**src/rtl/quadra_arb_pkg.sv**
```systemverilog
// Shared quadra types plus the arbiter-specific tag type and default sizes.
// Every quadra_arb file imports this package.
package quadra_arb_pkg;

   localparam int X_W = 24;
   localparam int Y_W = 32;

   typedef logic [X_W-1:0] x_t;
   typedef logic [Y_W-1:0] y_t;
   typedef logic           ck_t;
   typedef logic           rs_t;

   localparam int N_REQ_DEF = 4;
   localparam int LAT_DEF   = 3;

   // Tag width for n requesters; never narrower than one bit.
   function automatic int tag_w(int n);
      return (n > 1) ? $clog2(n) : 1;
   endfunction

   localparam int TAG_W = tag_w(N_REQ_DEF);
   typedef logic [TAG_W-1:0] tag_t;

endpackage

```
**src/rtl/rr_arbiter.sv**
```systemverilog
// Round-robin grant: the search starts one past last_grant and wraps,
// so the grant is one-hot and all zero when nothing is requested.
module rr_arbiter
   import quadra_arb_pkg::*;
#(
   parameter int N_REQ = N_REQ_DEF,
   parameter int TW    = tag_w(N_REQ)
) (
   input  logic [N_REQ-1:0] req,
   input  logic [TW-1:0]    last_grant,
   output logic [N_REQ-1:0] grant,
   output logic [TW-1:0]    grant_idx
);

   logic          found;
   logic [TW-1:0] pos;

   always_comb begin
      grant     = '0;
      grant_idx = '0;
      found     = 1'b0;
      pos       = '0;
      for (int k = 1; k <= N_REQ; k++) begin
         pos = TW'((int'(last_grant) + k) % N_REQ);
         if (!found && req[pos]) begin
            found      = 1'b1;
            grant[pos] = 1'b1;
            grant_idx  = pos;
         end
      end
   end

endmodule

```
**src/rtl/quadra_arb.sv**
```systemverilog
// Shares one quadra among N_REQ requesters: round-robin issue, one accept per
// cycle, and an LAT-deep valid/tag pipeline that routes each result back in order.
module quadra_arb
   import quadra_arb_pkg::*;
#(
   parameter int N_REQ = N_REQ_DEF,
   parameter int LAT   = LAT_DEF,
   parameter int CNT_W = 16
) (
   input  logic             clk,
   input  logic             rst,
   input  logic             en,
   input  logic [N_REQ-1:0] req_valid,
   input  x_t [N_REQ-1:0]   req_x,
   output logic [N_REQ-1:0] req_ready,
   output x_t               q_x,
   output logic             q_rst_b,
   input  y_t               q_y,
   output logic [N_REQ-1:0] rsp_valid,
   output y_t               rsp_y,
   output logic             busy,
   output logic [CNT_W-1:0] issued
);

   localparam int TW = tag_w(N_REQ);

   logic [N_REQ-1:0] req_eff;
   logic [N_REQ-1:0] grant;
   logic [TW-1:0]    grant_idx;
   logic             accept;

   logic [TW-1:0]    last_q;
   logic [LAT-1:0]   vld_q;
   logic [TW-1:0]    tag_q [LAT];
   logic [N_REQ-1:0] rsp_valid_q;
   logic [N_REQ-1:0] rsp_valid_d;
   y_t               rsp_y_q;
   logic [CNT_W-1:0] issued_q;

   // Gating the requests (not the grant) keeps en from touching in-flight work.
   assign req_eff = en ? req_valid : '0;

   rr_arbiter #(
      .N_REQ (N_REQ),
      .TW    (TW)
   ) u_rr (
      .req        (req_eff),
      .last_grant (last_q),
      .grant      (grant),
      .grant_idx  (grant_idx)
   );

   assign accept    = |grant;
   assign req_ready = grant;
   assign q_x       = accept ? req_x[grant_idx] : '0;
   assign q_rst_b   = ~rst;

   always_comb begin
      rsp_valid_d = '0;
      if (vld_q[LAT-1]) begin
         rsp_valid_d[tag_q[LAT-1]] = 1'b1;
      end
   end

   // Stage i holds the accept from i edges ago; the last stage lines up with a stable q_y.
   always_ff @(posedge clk or posedge rst) begin
      if (rst) begin
         last_q      <= TW'(N_REQ - 1);
         vld_q       <= '0;
         for (int k = 0; k < LAT; k++) begin
            tag_q[k] <= '0;
         end
         rsp_valid_q <= '0;
         rsp_y_q     <= '0;
         issued_q    <= '0;
      end else begin
         if (accept) begin
            last_q   <= grant_idx;
            issued_q <= issued_q + 1'b1;
         end
         vld_q[0] <= accept;
         tag_q[0] <= accept ? grant_idx : '0;
         for (int k = 1; k < LAT; k++) begin
            vld_q[k] <= vld_q[k-1];
            tag_q[k] <= tag_q[k-1];
         end
         rsp_valid_q <= rsp_valid_d;
         if (vld_q[LAT-1]) begin
            rsp_y_q <= q_y;
         end
      end
   end

   assign rsp_valid = rsp_valid_q;
   assign rsp_y     = rsp_y_q;
   assign busy      = (|vld_q) | (|rsp_valid_q);
   assign issued    = issued_q;

endmodule

```
**config.mk**
```make
export PLATFORM = sky130hd
export DESIGN_NAME = quadra_arb
export DESIGN_NICKNAME = d
export VERILOG_FILES = /design/src/rtl/quadra_arb_pkg.sv /design/src/rtl/rr_arbiter.sv /design/src/rtl/quadra_arb.sv
export SDC_FILE = /design/constraint.sdc
export NUM_CORES = 1
export LEC_CHECK = 0
export CAP_MARGIN = 5
export CORE_UTILIZATION = 41
export DETAILED_ROUTE_END_ITERATION = 10
export PLACE_DENSITY = 0.88
export REMOVE_ABC_BUFFERS = 1
export SLEW_MARGIN = 20
export SYNTH_ARGS = -nofsm -noshare
export SYNTH_HDL_FRONTEND = slang
export SYNTH_SLANG_ARGS = --single-unit
export TNS_END_PERCENT = 1
```
**constraint.sdc**
```tcl
create_clock -name clk -period 9.7 [get_ports clk]
set_input_delay 2.91 -clock clk [delete_from_list [all_inputs] [get_ports clk]]
set_output_delay 2.91 -clock clk [all_outputs]
set_load 0.1 [all_outputs]
```
# After elaboration in Yosys (flattened, before gate mapping)
# Cells that the tools add are included.
[word_totals]
output_inout_bits = 82
mem_bits_ro = 0
n_memories = 0
elab_cells = 78
ram_bits = 0
latchBits = 0
ff_bits = 63
in_bits = 135
[op_classes]
n_div = 0
n_bitwise = 5
eq_ne = 0
muxes = 35
mul = 0
n_reduce_logical = 14
shifts = 0
n_addsub = 5
magnitude_cmp = 11
[op_table]
columns = ["op", "count"]
rows = [
  ["binary-select mux 24 bit (select 2 bit)", 1],
  ["2-to-1 mux 24 bit", 2],
  ["2-to-1 mux 4 bit", 6],
  ["< comparator 2 x 3 -> 1 bit, second input constant", 6],
  ["adder 16 x 1 -> 16 bit, second input constant", 1],
  ["2-to-1 mux 1 bit", 12],
  ["bitwise OR 4 bit", 3],
  ["demux 1 bit (select 2 bit)", 5],
  ["greater-or-equal comparator 2 x 1 -> 1 bit, second input constant", 5],
  ["2-to-1 mux 2 bit", 5],
  ["binary-select mux 1 bit (select 2 bit)", 4],
  ["logical AND 1 bit", 8],
  ["OR reduction 4 bit", 2],
  ["adder 2 x 1 -> 2 bit, second input constant", 2],
  ["adder 2 bit, second input constant", 2],
  ["logical NOT 1 bit", 3],
  ["OR reduction 3 bit", 1],
  ["inverter 1 bit", 1],
  ["bitwise OR 1 bit", 1],
]

# Longest topological paths before layout
[depth]
depth_word = 16
ltp_mapped = 14
ltp_nobuf = 9

# Cells and area by module
# From an unflattened synthesis, not the netlist that was laid out.
[unflattened]
hier_cells = 285
hier_area_um2 = 3653.5
[modules_own_cells]
columns = ["module", "instances", "area_each_um2", "seq_area_each_um2", "cells_each"]
rows = [
  ["quadra_arb", 1, 3108.0, 1579.0, 217],
  ["rr_arbiter", 1, 545.5, 0.0, 68],
]

# Worst setup path after synthesis
# OpenSTA, ideal clock, no wires.
[synth_timing]
kind = "input -> output"
start = "in req_valid[3]"
end = "out q_x[10]"
t_required_ns = 6.790
n_path_buf = 3
slack_ns = -1.471
arrival_ns = 8.261
stages = 9
cell_sequence = "clkbuf_1 -> mux2_2 -> a22oi_1 -> or2_2 -> o2111ai_1 -> nor4_4 -> buf_6 -> buf_4 -> a221oi_1"
[synth_via]
elab_cells_between_ends = 33
cone_classes = "mux: 23; bitwise: 3; reduce/logical: 7"
[synth_lines]
columns = ["element", "line", "source"]
rows = [
  ["start: declaration", "quadra_arb.sv:13", "input logic [N_REQ-1:0] req_valid,"],
  ["2-to-1 mux 4 bit *", "quadra_arb.sv:41", "assign req_eff = en ? req_valid : '0;"],
  ["binary-select mux 1 bit (select 2 bit)", "rr_arbiter.sv:25", "if (!found && req[pos]) begin"],
  ["2-to-1 mux 1 bit (implied by the code)", "rr_arbiter.sv:25", ""],
  ["2-to-1 mux 1 bit", "rr_arbiter.sv:25", ""],
  ["logical NOT 1 bit", "rr_arbiter.sv:25", ""],
  ["logical AND 1 bit", "rr_arbiter.sv:25", ""],
  ["2-to-1 mux 1 bit", "rr_arbiter.sv:25", ""],
  ["logical NOT 1 bit", "rr_arbiter.sv:25", ""],
  ["logical AND 1 bit", "rr_arbiter.sv:25", ""],
  ["2-to-1 mux 1 bit", "rr_arbiter.sv:25", ""],
  ["logical NOT 1 bit", "rr_arbiter.sv:25", ""],
  ["logical AND 1 bit", "rr_arbiter.sv:25", ""],
  ["2-to-1 mux 4 bit *", "rr_arbiter.sv:25", ""],
  ["via req_ready[2]", "quadra_arb.sv:15", "output logic [N_REQ-1:0] req_ready,"],
  ["OR reduction 4 bit *", "quadra_arb.sv:53", "assign accept = |grant;"],
  ["2-to-1 mux 24 bit *", "quadra_arb.sv:55", "assign q_x = accept ? req_x[grant_idx] : '0;"],
  ["end: declaration", "quadra_arb.sv:16", "output x_t q_x,"],
]
# The timed path passes the listed nets; every way through them passes the cells marked *. The select of a mux whose other input is x is not followed.

# Worst setup path after layout
[layout_timing]
start = "in req_valid[0]"
end = "out q_x[4]"
[layout_via]
elab_chain_len = 16
elab_cells_between_ends = 33
cone_classes = "mux: 23; bitwise: 3; reduce/logical: 7"
[layout_rtl]
columns = ["element", "line"]
rows = [
  ["2-to-1 mux 4 bit *", "quadra_arb.sv:41"],
  ["binary-select mux 1 bit (select 2 bit)", "rr_arbiter.sv:25"],
  ["2-to-1 mux 1 bit (implied by the code)", "rr_arbiter.sv:25"],
  ["2-to-1 mux 1 bit", "rr_arbiter.sv:25"],
  ["logical NOT 1 bit", "rr_arbiter.sv:25"],
  ["logical AND 1 bit", "rr_arbiter.sv:25"],
  ["2-to-1 mux 1 bit", "rr_arbiter.sv:25"],
  ["logical NOT 1 bit", "rr_arbiter.sv:25"],
  ["logical AND 1 bit", "rr_arbiter.sv:25"],
  ["2-to-1 mux 1 bit", "rr_arbiter.sv:25"],
  ["logical NOT 1 bit", "rr_arbiter.sv:25"],
  ["logical AND 1 bit", "rr_arbiter.sv:25"],
  ["2-to-1 mux 2 bit", "rr_arbiter.sv:25"],
  ["binary-select mux 24 bit (select 2 bit)", "quadra_arb.sv:55"],
  ["2-to-1 mux 24 bit (implied by the code)", "quadra_arb.sv:55"],
  ["2-to-1 mux 24 bit *", "quadra_arb.sv:55"],
]
# Mark *: on every way between the ends. The rest lies on a longest branch, timed or not. The select of a mux whose other input is x is not followed.

==> impl_results.md <==
* Unrepaired setup endpoints after global routing: no
* Worst Hold Class: register to register
* Largest net degree at the start of global routing at 64
* Num CTS Buffers at 9
* Share of cells above drive strength 1 at ~16%
* Top delay family on crit path: buffers and inverters
* Vias per inst at approximately 5.3
* Max Cap Viol at 0
* Top FF cell, synth: dfrtp_1
* Setup Skew at 7.82 ps
* CORE AREA at ~0.0087 mm2
* CP Buf/Inv Count at 3
* Status: finished clean
* Initial core utilization at a little over two fifths
* Worst Tran Pin Value at 1030 ps
* Row cnt at 34
* Seq/Total Area, Yosys at about 43%
* FMAX at 112 MHz
* Global-route wire length before repair at between 15 and 20 mm
* IO buf count at between 200 and 250
* Yosys warning count at 0
* Slew margin rel. at a little under a third
* DR iter-0 viols at 80
* Clk sinks at 63
* Final ANT Viol Nets at 0
* Reg clk slew, reported paths at 60 ps
* Area grow syn2layout at 72.6%
* Crit path launch type: primary input
* H-tree levels at 3
* CTS tree: done
* Post-CTS setup buffers at 0
* Number of vias in the routed layout at 3555
* Post-synth EDFFs at 0
* DRC viols at 0
* I/O pin cnt at roughly 220
* CP Data Arrival Time at a little over 6000 ps
* Initial antenna violation count at 0
* Post-CTS Hold Fix Bufs at 0
* N_diodes at 0
* Die extent in y at between 90 and 100 um
* Hold Violations, Final at 0
* Ys async rst share at between 90% and 100%
* GRT Util Overall at a little under a quarter
* Final min period at around 9000 ps
* Unique masters post-synth at slightly above 40
* Final period util at slightly above 90%
* Hpwl dp at just under 9 mm
* Die ar. at approximately 0.0093 mm2
* Total Wirelength at between 10 and 15 mm
* Mean Syn Cell Area at about 10 um2
* Cts repair resizes at 0
* Worst-skew pair later-pin latency at ~330 ps
* Final Setup Violations at 0
* Critical path's slowest cell: clkdlybuf4s50_1
* Final core utilization at between 70% and 80%
* Post-Place Cells at between 600 and 700
* Endpoint type of the worst setup path: output port
* Clock Tree Buf Depth at 2
* Post-Synthesis Cells at ~350
* Gpl congestion at between 0.8 and 0.9
* Clk root buf: clkbuf_8
* Worst path cell trace: clkdlybuf4s50_1 > mux2i_1 > o22ai_1 > or2_2 > o21ai_0 > or2_2 > buf_12 > mux2i_1 > a221oi_1 > buf_12
* Grt ovf at 0
* Drt pass-1 iters at 4
* Synth Register Bits at 63
* Crit Path Class: primary input to output port
* Width of the die at between 90 and 100 um
* Non-Filler Instances at 670
* Wire per inst at between 15 and 20 um
* Slew Limit Fails at 0
* Nets at 701
* Worst-path fanout max at 37
* Critical path data required time at 6790 ps
* Vias in the first global route at about 3500
* Critical path's largest stage delay at between 600 and 700 ps
* Mapped Area at 0.00366 mm2
## sequential cells by signal, summed over array words and instances (netlist names)
signal	flops
rsp_valid	4
issued	16
tag_q	6
rsp_y	32
last_q	2
vld_q	3
## worst reg2reg max path: stages (launching register included)
cell,delay (ps)
dfstp_2,740
inv_1,190
ha_1,460
mux2i_1,220
o22ai_1,170
or2_2,390
o2111ai_1,380
nor4_4,80
buf_4,280
nor4_1,520
xnor2_1,150
## placed cells by master (no fill, tap or decap), drive strengths merged, types with 2 or more instances in the layout
cell,instances
xnor2,5
ha,9
xor2,10
o2111ai,4
inv,11
nor4bb,2
nor2b,5
nor3,8
a21oi,26
mux2i,28
o22ai,2
or2,2
nor4b,2
dfstp,2
nor4,6
o21ai,3
mux2,35
nor3b,2
nand2b,4
dfrtp,61
nand2,37
bufinv,2
clkdlybuf4s50,188
a221oi,24
nor2,11
clkinvlp,2
clkinv,2
buf,33
clkbuf,10
a21o,2
nand3,14
## layer usage
metal,wire [um],vias up,GRT usage [%]
met5,0,-,0
met1,4300,1658,26.3
met3,1020,18,6.34
met4,233,0,10.5
met2,5650,184,41.9
li1,-,1695,-
## worst paths after layout
check / end / slack, ps / cells past startpoint / start
setup / recovery: q_x[4] / 750 / 10 / req_valid[0]
hold / removal: tag_q[1] / 350 / 0 / tag_q[3]
setup reg to reg: issued[8] / 5980 / 10 / last_q[0]
hold reg to reg: tag_q[1] / 350 / 0 / tag_q[3]
max in group asynchronous: tag_q[3] / 6060 / 3 / rst
min in group asynchronous: rsp_y[17] / 3130 / 3 / rst
## Yosys cell counts (2+ instances only)
| master | n | area (um2) |
|---|---|---|
| o2111ai_1 | 4 | 35.0 |
| clkbuf_1 | 17 | 63.8 |
| nor4bb_1 | 2 | 20.0 |
| nor3_1 | 8 | 40.0 |
| a21oi_1 | 26 | 130 |
| a221oi_1 | 24 | 210 |
| xnor2_1 | 5 | 43.8 |
| buf_2 | 5 | 25.0 |
| mux2_2 | 34 | 383 |
| xor2_1 | 10 | 87.6 |
| o21ai_0 | 3 | 15.0 |
| ha_1 | 9 | 113 |
| nand2b_1 | 4 | 25.0 |
| nor4b_1 | 2 | 17.5 |
| nand3_1 | 14 | 70.1 |
| inv_1 | 11 | 41.3 |
| buf_4 | 4 | 30.0 |
| nand2_1 | 37 | 139 |
| nor2_1 | 11 | 41.3 |
| a21o_1 | 2 | 15.0 |
| dfrtp_1 | 61 | 1530 |
| dfstp_2 | 2 | 52.6 |
| nor2b_1 | 5 | 31.3 |
| or2_2 | 2 | 12.5 |
| buf_6 | 2 | 22.5 |
| nor3b_1 | 2 | 15.0 |
| nor4_1 | 5 | 31.3 |
| o22ai_1 | 2 | 12.5 |
| mux2i_1 | 28 | 280 |
## cell type report
type / count / area, um2
Clock inverter: 6 / 85.1
Clock buffer: 10 / 128
Fill cell: 606 / 2360
Multi-Input combinational cell: 251 / 1900
Tap cell: 108 / 135
Timing Repair Buffer: 221 / 2440
Sequential cell: 63 / 1580
Inverter: 11 / 41.3
## cell families (layout without fill, tap and decap cells)
logic type | after synthesis | count (layout) | synth area share, %
buf+inv | 39 | 248 | 4.99
mux | 64 | 64 | 19.1
compound gates | 64 | 64 | 12.1
flops | 63 | 63 | 43.2
xor+xnor | 15 | 15 | 3.59
fa+ha+maj | 9 | 9 | 3.08
simple gates | 99 | 99 | 14.0
## through the flow
step                      instance area, um2  setup WS (ps)  TNS (ps)  hold slack [ps]
after detailed placement                6100            771         0              346
final                                   6310            745         0              355
after global routing                    6310            594         0              364
after floorplan                         3520          -1330    -31950              331
after CTS                               6310            756         0              360
after global placement                  6100            876         0              332
Power is not shown: default switching activity piles up to over one toggle a cycle in this logic, so the estimate is an artifact.
